## config.mk

```make
export PLATFORM = sky130hd
export DESIGN_NAME = mult_sequencer
export DESIGN_NICKNAME = d
export VERILOG_FILES = /design/src/rtl/mult_pkg.sv /design/src/rtl/mult_iter_counter.sv /design/src/rtl/mult_sequencer.sv
export SDC_FILE = /design/constraint.sdc
export NUM_CORES = 1
export LEC_CHECK = 0
export BUFFER_PORTS_ARGS = -buffer_cell sky130_fd_sc_hd__clkbuf_2
export CORE_MARGIN = 1.5
export CORE_UTILIZATION = 30
export DETAILED_ROUTE_END_ITERATION = 10
export MAX_ROUTING_LAYER = met4
export PLACE_DENSITY = 0.65
export SLEW_MARGIN = 10
export SYNTH_ARGS = -nofsm -noshare
export SYNTH_HDL_FRONTEND = slang
export SYNTH_SLANG_ARGS = --single-unit
export TNS_END_PERCENT = 10
```

## constraint.sdc

```tcl
create_clock -name Clk -period 1.7 [get_ports Clk]
set_clock_uncertainty 0.1 [all_clocks]
set_input_delay 0.085 -clock Clk [delete_from_list [all_inputs] [get_ports Clk]]
set_output_delay 0.085 -clock Clk [all_outputs]
set_load 0.01 [all_outputs]
```

## src/rtl/mult_pkg.sv

```systemverilog
// mult_pkg
//   Shared types and constants for the add-shift multiplier sequencer.
//   mult_state_t : sequencer state encoding
//   MULT_WIDTH   : default operand width of the multiplier datapath
package mult_pkg;

  localparam int MULT_WIDTH = 8;

  typedef enum logic [2:0] {
    IDLE  = 3'd0,
    LOADB = 3'd1,
    START = 3'd2,
    ADD   = 3'd3,
    SHIFT = 3'd4,
    DONE  = 3'd5
  } mult_state_t;

endpackage

```

## src/rtl/mult_iter_counter.sv

```systemverilog
// mult_iter_counter
//   Iteration counter for the multiplier sequencer. Synchronous clear has
//   priority over enable. o_last flags the final iteration (count == WIDTH-1).
//   Ports:
//     Clk     in  system clock, rising edge
//     Reset   in  asynchronous active-low reset
//     i_clr   in  clear count to 0
//     i_en    in  increment count
//     o_count out current count
//     o_last  out count == WIDTH-1
module mult_iter_counter
  import mult_pkg::*;
#(
  parameter int WIDTH = MULT_WIDTH
) (
  input  logic                     Clk,
  input  logic                     Reset,
  input  logic                     i_clr,
  input  logic                     i_en,
  output logic [$clog2(WIDTH)-1:0] o_count,
  output logic                     o_last
);

  localparam int CW = $clog2(WIDTH);
  localparam logic [CW-1:0] LAST = CW'(WIDTH - 1);

  logic [CW-1:0] r_count;

  always_ff @(posedge Clk or negedge Reset) begin
    if (!Reset)     r_count <= '0;
    else if (i_clr) r_count <= '0;
    else if (i_en)  r_count <= r_count + 1'b1;
  end

  assign o_count = r_count;
  assign o_last  = (r_count == LAST);

endmodule

```

## src/rtl/mult_sequencer.sv

```systemverilog
// mult_sequencer
//   Control sequencer for the 8-bit signed add-shift multiplier. Converts the
//   synchronized ClearA_LoadB / Run buttons into one-cycle datapath strobes and
//   runs exactly WIDTH add/shift iterations per Run press.
//   Parameters:
//     WIDTH      operand width, sets iteration count (>= 2)
//     CLR_ON_RUN 1 = clear X:A in a START cycle before iteration 0
//   Ports:
//     Clk, Reset    clock / async active-low reset
//     ClearA_LoadB  in  clear X:A and load B (honoured in IDLE only)
//     Run           in  Execute level
//     M             in  current multiplier LSB (B[0])
//     Ld_B          out load B from switches
//     Clr_XA        out clear X and A
//     Ld_XA         out load adder result into X:A (M-qualified, ADD only)
//     Sub_Add       out 1 = subtract on the final iteration
//     Shift_En      out arithmetic right shift of X:A:B
//     Busy          out multiplication in progress
//     Done          out product valid, held until Run released
//     Count         out completed shift count (debug)
module mult_sequencer
  import mult_pkg::*;
#(
  parameter int WIDTH      = MULT_WIDTH,
  parameter bit CLR_ON_RUN = 1'b1
) (
  input  logic                     Clk,
  input  logic                     Reset,
  input  logic                     ClearA_LoadB,
  input  logic                     Run,
  input  logic                     M,
  output logic                     Ld_B,
  output logic                     Clr_XA,
  output logic                     Ld_XA,
  output logic                     Sub_Add,
  output logic                     Shift_En,
  output logic                     Busy,
  output logic                     Done,
  output logic [$clog2(WIDTH)-1:0] Count
);

  mult_state_t r_state;
  mult_state_t w_next;
  logic        w_cnt_clr;
  logic        w_cnt_en;
  logic        w_last;

  mult_iter_counter #(.WIDTH(WIDTH)) u_cnt (
    .Clk     (Clk),
    .Reset   (Reset),
    .i_clr   (w_cnt_clr),
    .i_en    (w_cnt_en),
    .o_count (Count),
    .o_last  (w_last)
  );

  always_ff @(posedge Clk or negedge Reset) begin
    if (!Reset) r_state <= IDLE;
    else        r_state <= w_next;
  end

  // Outputs are decoded from state alone (Ld_XA also follows M), so the
  // async reset forces every strobe low without waiting for a clock edge.
  always_comb begin
    w_next    = r_state;
    w_cnt_clr = 1'b0;
    w_cnt_en  = 1'b0;
    Ld_B      = 1'b0;
    Clr_XA    = 1'b0;
    Ld_XA     = 1'b0;
    Sub_Add   = 1'b0;
    Shift_En  = 1'b0;
    Busy      = 1'b0;
    Done      = 1'b0;
    unique case (r_state)
      IDLE: begin
        // ClearA_LoadB wins over Run in the same cycle.
        if (ClearA_LoadB) begin
          w_next = LOADB;
        end else if (Run) begin
          w_next    = CLR_ON_RUN ? START : ADD;
          w_cnt_clr = 1'b1;
        end
      end
      LOADB: begin
        Ld_B   = 1'b1;
        Clr_XA = 1'b1;
        w_next = IDLE;
      end
      START: begin
        Clr_XA = 1'b1;
        Busy   = 1'b1;
        w_next = ADD;
      end
      ADD: begin
        // Sub_Add is driven even when M=0; it is harmless without Ld_XA.
        Ld_XA   = M;
        Sub_Add = w_last;
        Busy    = 1'b1;
        w_next  = SHIFT;
      end
      SHIFT: begin
        Shift_En = 1'b1;
        Busy     = 1'b1;
        // The last shift leaves Count at WIDTH-1 rather than wrapping to 0.
        if (w_last) begin
          w_next = DONE;
        end else begin
          w_cnt_en = 1'b1;
          w_next   = ADD;
        end
      end
      DONE: begin
        Done = 1'b1;
        // Holding Run keeps us here so one press yields one product.
        if (!Run) w_next = IDLE;
      end
      default: w_next = IDLE;
    endcase
  end

endmodule

```

==> out/qor.csv <==
stage,metric,value,unit
sta,min Tclk post-route,1.63,ns
power_and_ir_drop,Worst VDD drop,0.745,mV
detailed_routing,total number of vias,340,
grt,largest net degree at the start of global routing,9,
setup_path,WP depth,5,
setup_path,worst path required time,1.70,ns
flow_run,maxcap violations,0,
setup_path,type of the worst setup path,reg -> reg,
yosys,Synth area leader,dfrtp_1,
hold_path,Worst Hold End,r_state[1],
yosys,Cells after Synth,42,
setup_path,max incr delay on CP,0.39,ns
place,Placed Cells,70,
setup_path,Worst R2R Path Depth,5,
final_layout,Layout fillers,123,
sta,PnR worst setup slack,0.0724,ns
yosys,Synth top area share,38.1,%
cts,"Setup Fix Bufs, Post-CTS",0,
hold_path,Tightest Hold Check Type,in -> reg,
setup_path,Setup crit start kind,flop,
cts,clock slew at reported path FFs,0.04,ns
setup_path,critical path cell sequence,"ha_2, ha_4, nor4b_4, mux2i_1, nor2_1",
setup_path,reg-to-reg endpoint,u_cnt.o_count[1],
floorplan,core area,0.00117,sq mm
final_layout,multi-input logic area,230,sq um
final_layout,"most common cell after layout, fill and taps aside",clkbuf_2,
detailed_routing,Vias/cell,4.59,
grt,GR Util All Layers,12.5,%
power_and_ir_drop,pwr/cell area,1710,mW/mm^2
hold_path,Hold Path Stages,3,
yosys,Syn Nets,49,
detailed_routing,final antenna-violating net count,0,
cts,Clock Path Buffers,2,
final_layout,most frequent cells in the layout,"clkbuf_2 (14), nor2_1 (8), dfrtp_1 (6)",
sta,final setup vio count,0,
sta,Worst slew margin,67.9,%
yosys,synth top area cells,"dfrtp_1 (38%), mux2i_1 (7.6%), nor2_1 (7.6%), ha_1 (6.3%), nor4b_4 (6.0%)",
hold_path,min-delay src,Run,
yosys,post-synthesis sequential area ratio,38.1,%
grt,vias in the first global route,284,
grt,antenna violations before repair,0,
setup_path,slowest CP cell,dfrtp_1,
place,placed wire-length estimate,592,microns
final_layout,FF+latch area,150,sq um
sta,fin crit share,95.7,%
final_layout,share of cells above drive strength 1,40.0,%
yosys,post-synthesis register bit count,6,
detailed_routing,drt wl/cell,10.3,microns
setup_path,CP Data Arrival Time,1.63,ns
power_and_ir_drop,Leak,0.269,nW
grt,first-pass GRT wire length,1.19,mm
sta,endpoints failing hold,0,
cts,Root Driver,clkbuf_4,
sta,RSZ-0062 raised after global routing,yes,
place,routability cong.,0.727,
cts,CTS sink cnt,6,
final_layout,nets,69,
yosys,post-synth cell types,20,
yosys,"Avg Cell Area, Syn",9.38,sq um
floorplan,height of the die,39.2,microns
grt,gr ovfl total,0,
sta,Final Max Tran Viols,0,
sta,maximum clock frequency,614,MHz
final_layout,antenna cell count,0,
floorplan,Ports,15,
detailed_routing,DRT Pass-1 Iters,3,
setup_path,Top Family by Delay on Critical Path,simple AND/OR/NAND/NOR gates,
setup_path,R2R Setup Slk,0.07,ns
floorplan,Die Wd,39.2,microns
final_layout,Final Non-Filler Cells,74,
sta,setup total negative slack,0,ns
place,pre-CTS WS,0.0638,ns
place,port bufs,14,
final_layout,layout overhead on the synthesized area,34.6,%
detailed_routing,Routed WL,759,microns
cts,CTS buffer count,3,
floorplan,die area,0.00154,sq mm
yosys,yosys warns,0,
yosys,mapped cell area,394,sq um
setup_path,reg2reg start,u_cnt.o_count[1],
setup_path,"Max FO, Critical Path",3,
setup_path,CP endpoint kind,flop,
detailed_routing,violation count after the first detailed-routing iteration,5,
detailed_routing,drc violations,0,
outcome,outcome,"finished, final reports clean",
floorplan,num rows,12,
floorplan,Initial Util,33.7,%
sta,Worst Tran Pin Value,0.478,ns
cts,worst skew pair latency,0.24,ns
cts,CTS tree,done,
cts,CTS H-Tree Depth,1,
setup_path,CP Buf/Inv Count,0,
## Yosys cell counts
library cell  number
o21ai_0            2
and2_1             2
nand2b_1           1
buf_6              1
clkbuf_2           1
mux2i_1            3
inv_1              2
a211oi_1           1
xnor2_1            2
dfrtp_1            6
nand2_1            1
nor2_1             8
buf_2              1
nor3_1             3
and3_2             1
a21o_1             2
ha_1               2
a21oi_1            1
nor4_1             1
nor4b_4            1
## layer usage
layer	wire, microns	vias up	track usage, %
met1	363	155	15.3
met2	377	6	15.4
met3	18	0	3.47
li1	-	179	-
met5	0	-	-
met4	0	0	12.9
## how the worst max path moves through the flow
| stage | slack, ns | startpoint | endpoint |
|---|---|---|---|
| after floorplan | 0.05 | u_cnt.o_count[0] | u_cnt.o_count[1] |
| after global placement | 0.07 | u_cnt.o_count[1] | u_cnt.o_count[1] |
| after detailed placement | 0.06 | u_cnt.o_count[1] | u_cnt.o_count[1] |
| after CTS | 0.06 | u_cnt.o_count[1] | u_cnt.o_count[1] |
| after global routing | -0.02 | u_cnt.o_count[0] | u_cnt.o_count[1] |
| final | 0.07 | u_cnt.o_count[1] | u_cnt.o_count[1] |
## flip-flops by register name, indices dropped and copies added, names as in the netlist
signal,count
r_state,3
u_cnt.o_count,3
## tightest hold or removal path, cell delays in order
cell,delay [ns]
clkbuf_2,0.10
nand2b_1,0.09
a211oi_1,0.07
## cells by family (layout without fill, tap and decap cells)
group	after synthesis	in the layout	synth area share (%)
flip-flops	6	6	38.1
buffers and inverters	5	23	7.30
AND/OR/NAND/NOR	18	18	26.7
multiplexers	3	3	7.62
adder cells (fa/ha/maj)	2	2	6.35
XOR/XNOR	2	2	4.45
AO/OA/AOI/OAI	6	6	9.52
## cell type report
type                    instances  area share, %
repair buffers                 18           19.3
clock buffers                   3           4.25
flip-flops and latches          6           28.3
well taps                      14           3.30
multi-input cells              31           43.4
inverters                       2           1.42
## where the power goes
part,total [W],switching [W],internal (W)
combinational,0.000471,0.000235,0.000236
clock,0.000126,0.0000460,0.0000795
sequential,0.000310,0.000106,0.000204
## what timing repair did
item	4_1_cts	5_1_grt
endpoints found under the setup margin	0	2
gates resized for setup	0	3
hold buffers	1	0
endpoints found under the hold margin	6	0
## metrics by stage
stage | hold WS (ns) | instance area, sq um | utilization [%] | total power (W)
detailed placement | -0.185 | 483 | 41.2 | 0.000769
global placement | -0.185 | 483 | 41.2 | 0.000762
floorplan | -0.311 | 394 | - | 0.000628
global route | 0.0637 | 531 | 45.3 | 0.000990
finish | 0.0653 | 531 | 45.3 | 0.000907
CTS | 0.0596 | 515 | 44.0 | 0.000906
Note: power is estimated with default switching activity, not from simulation.
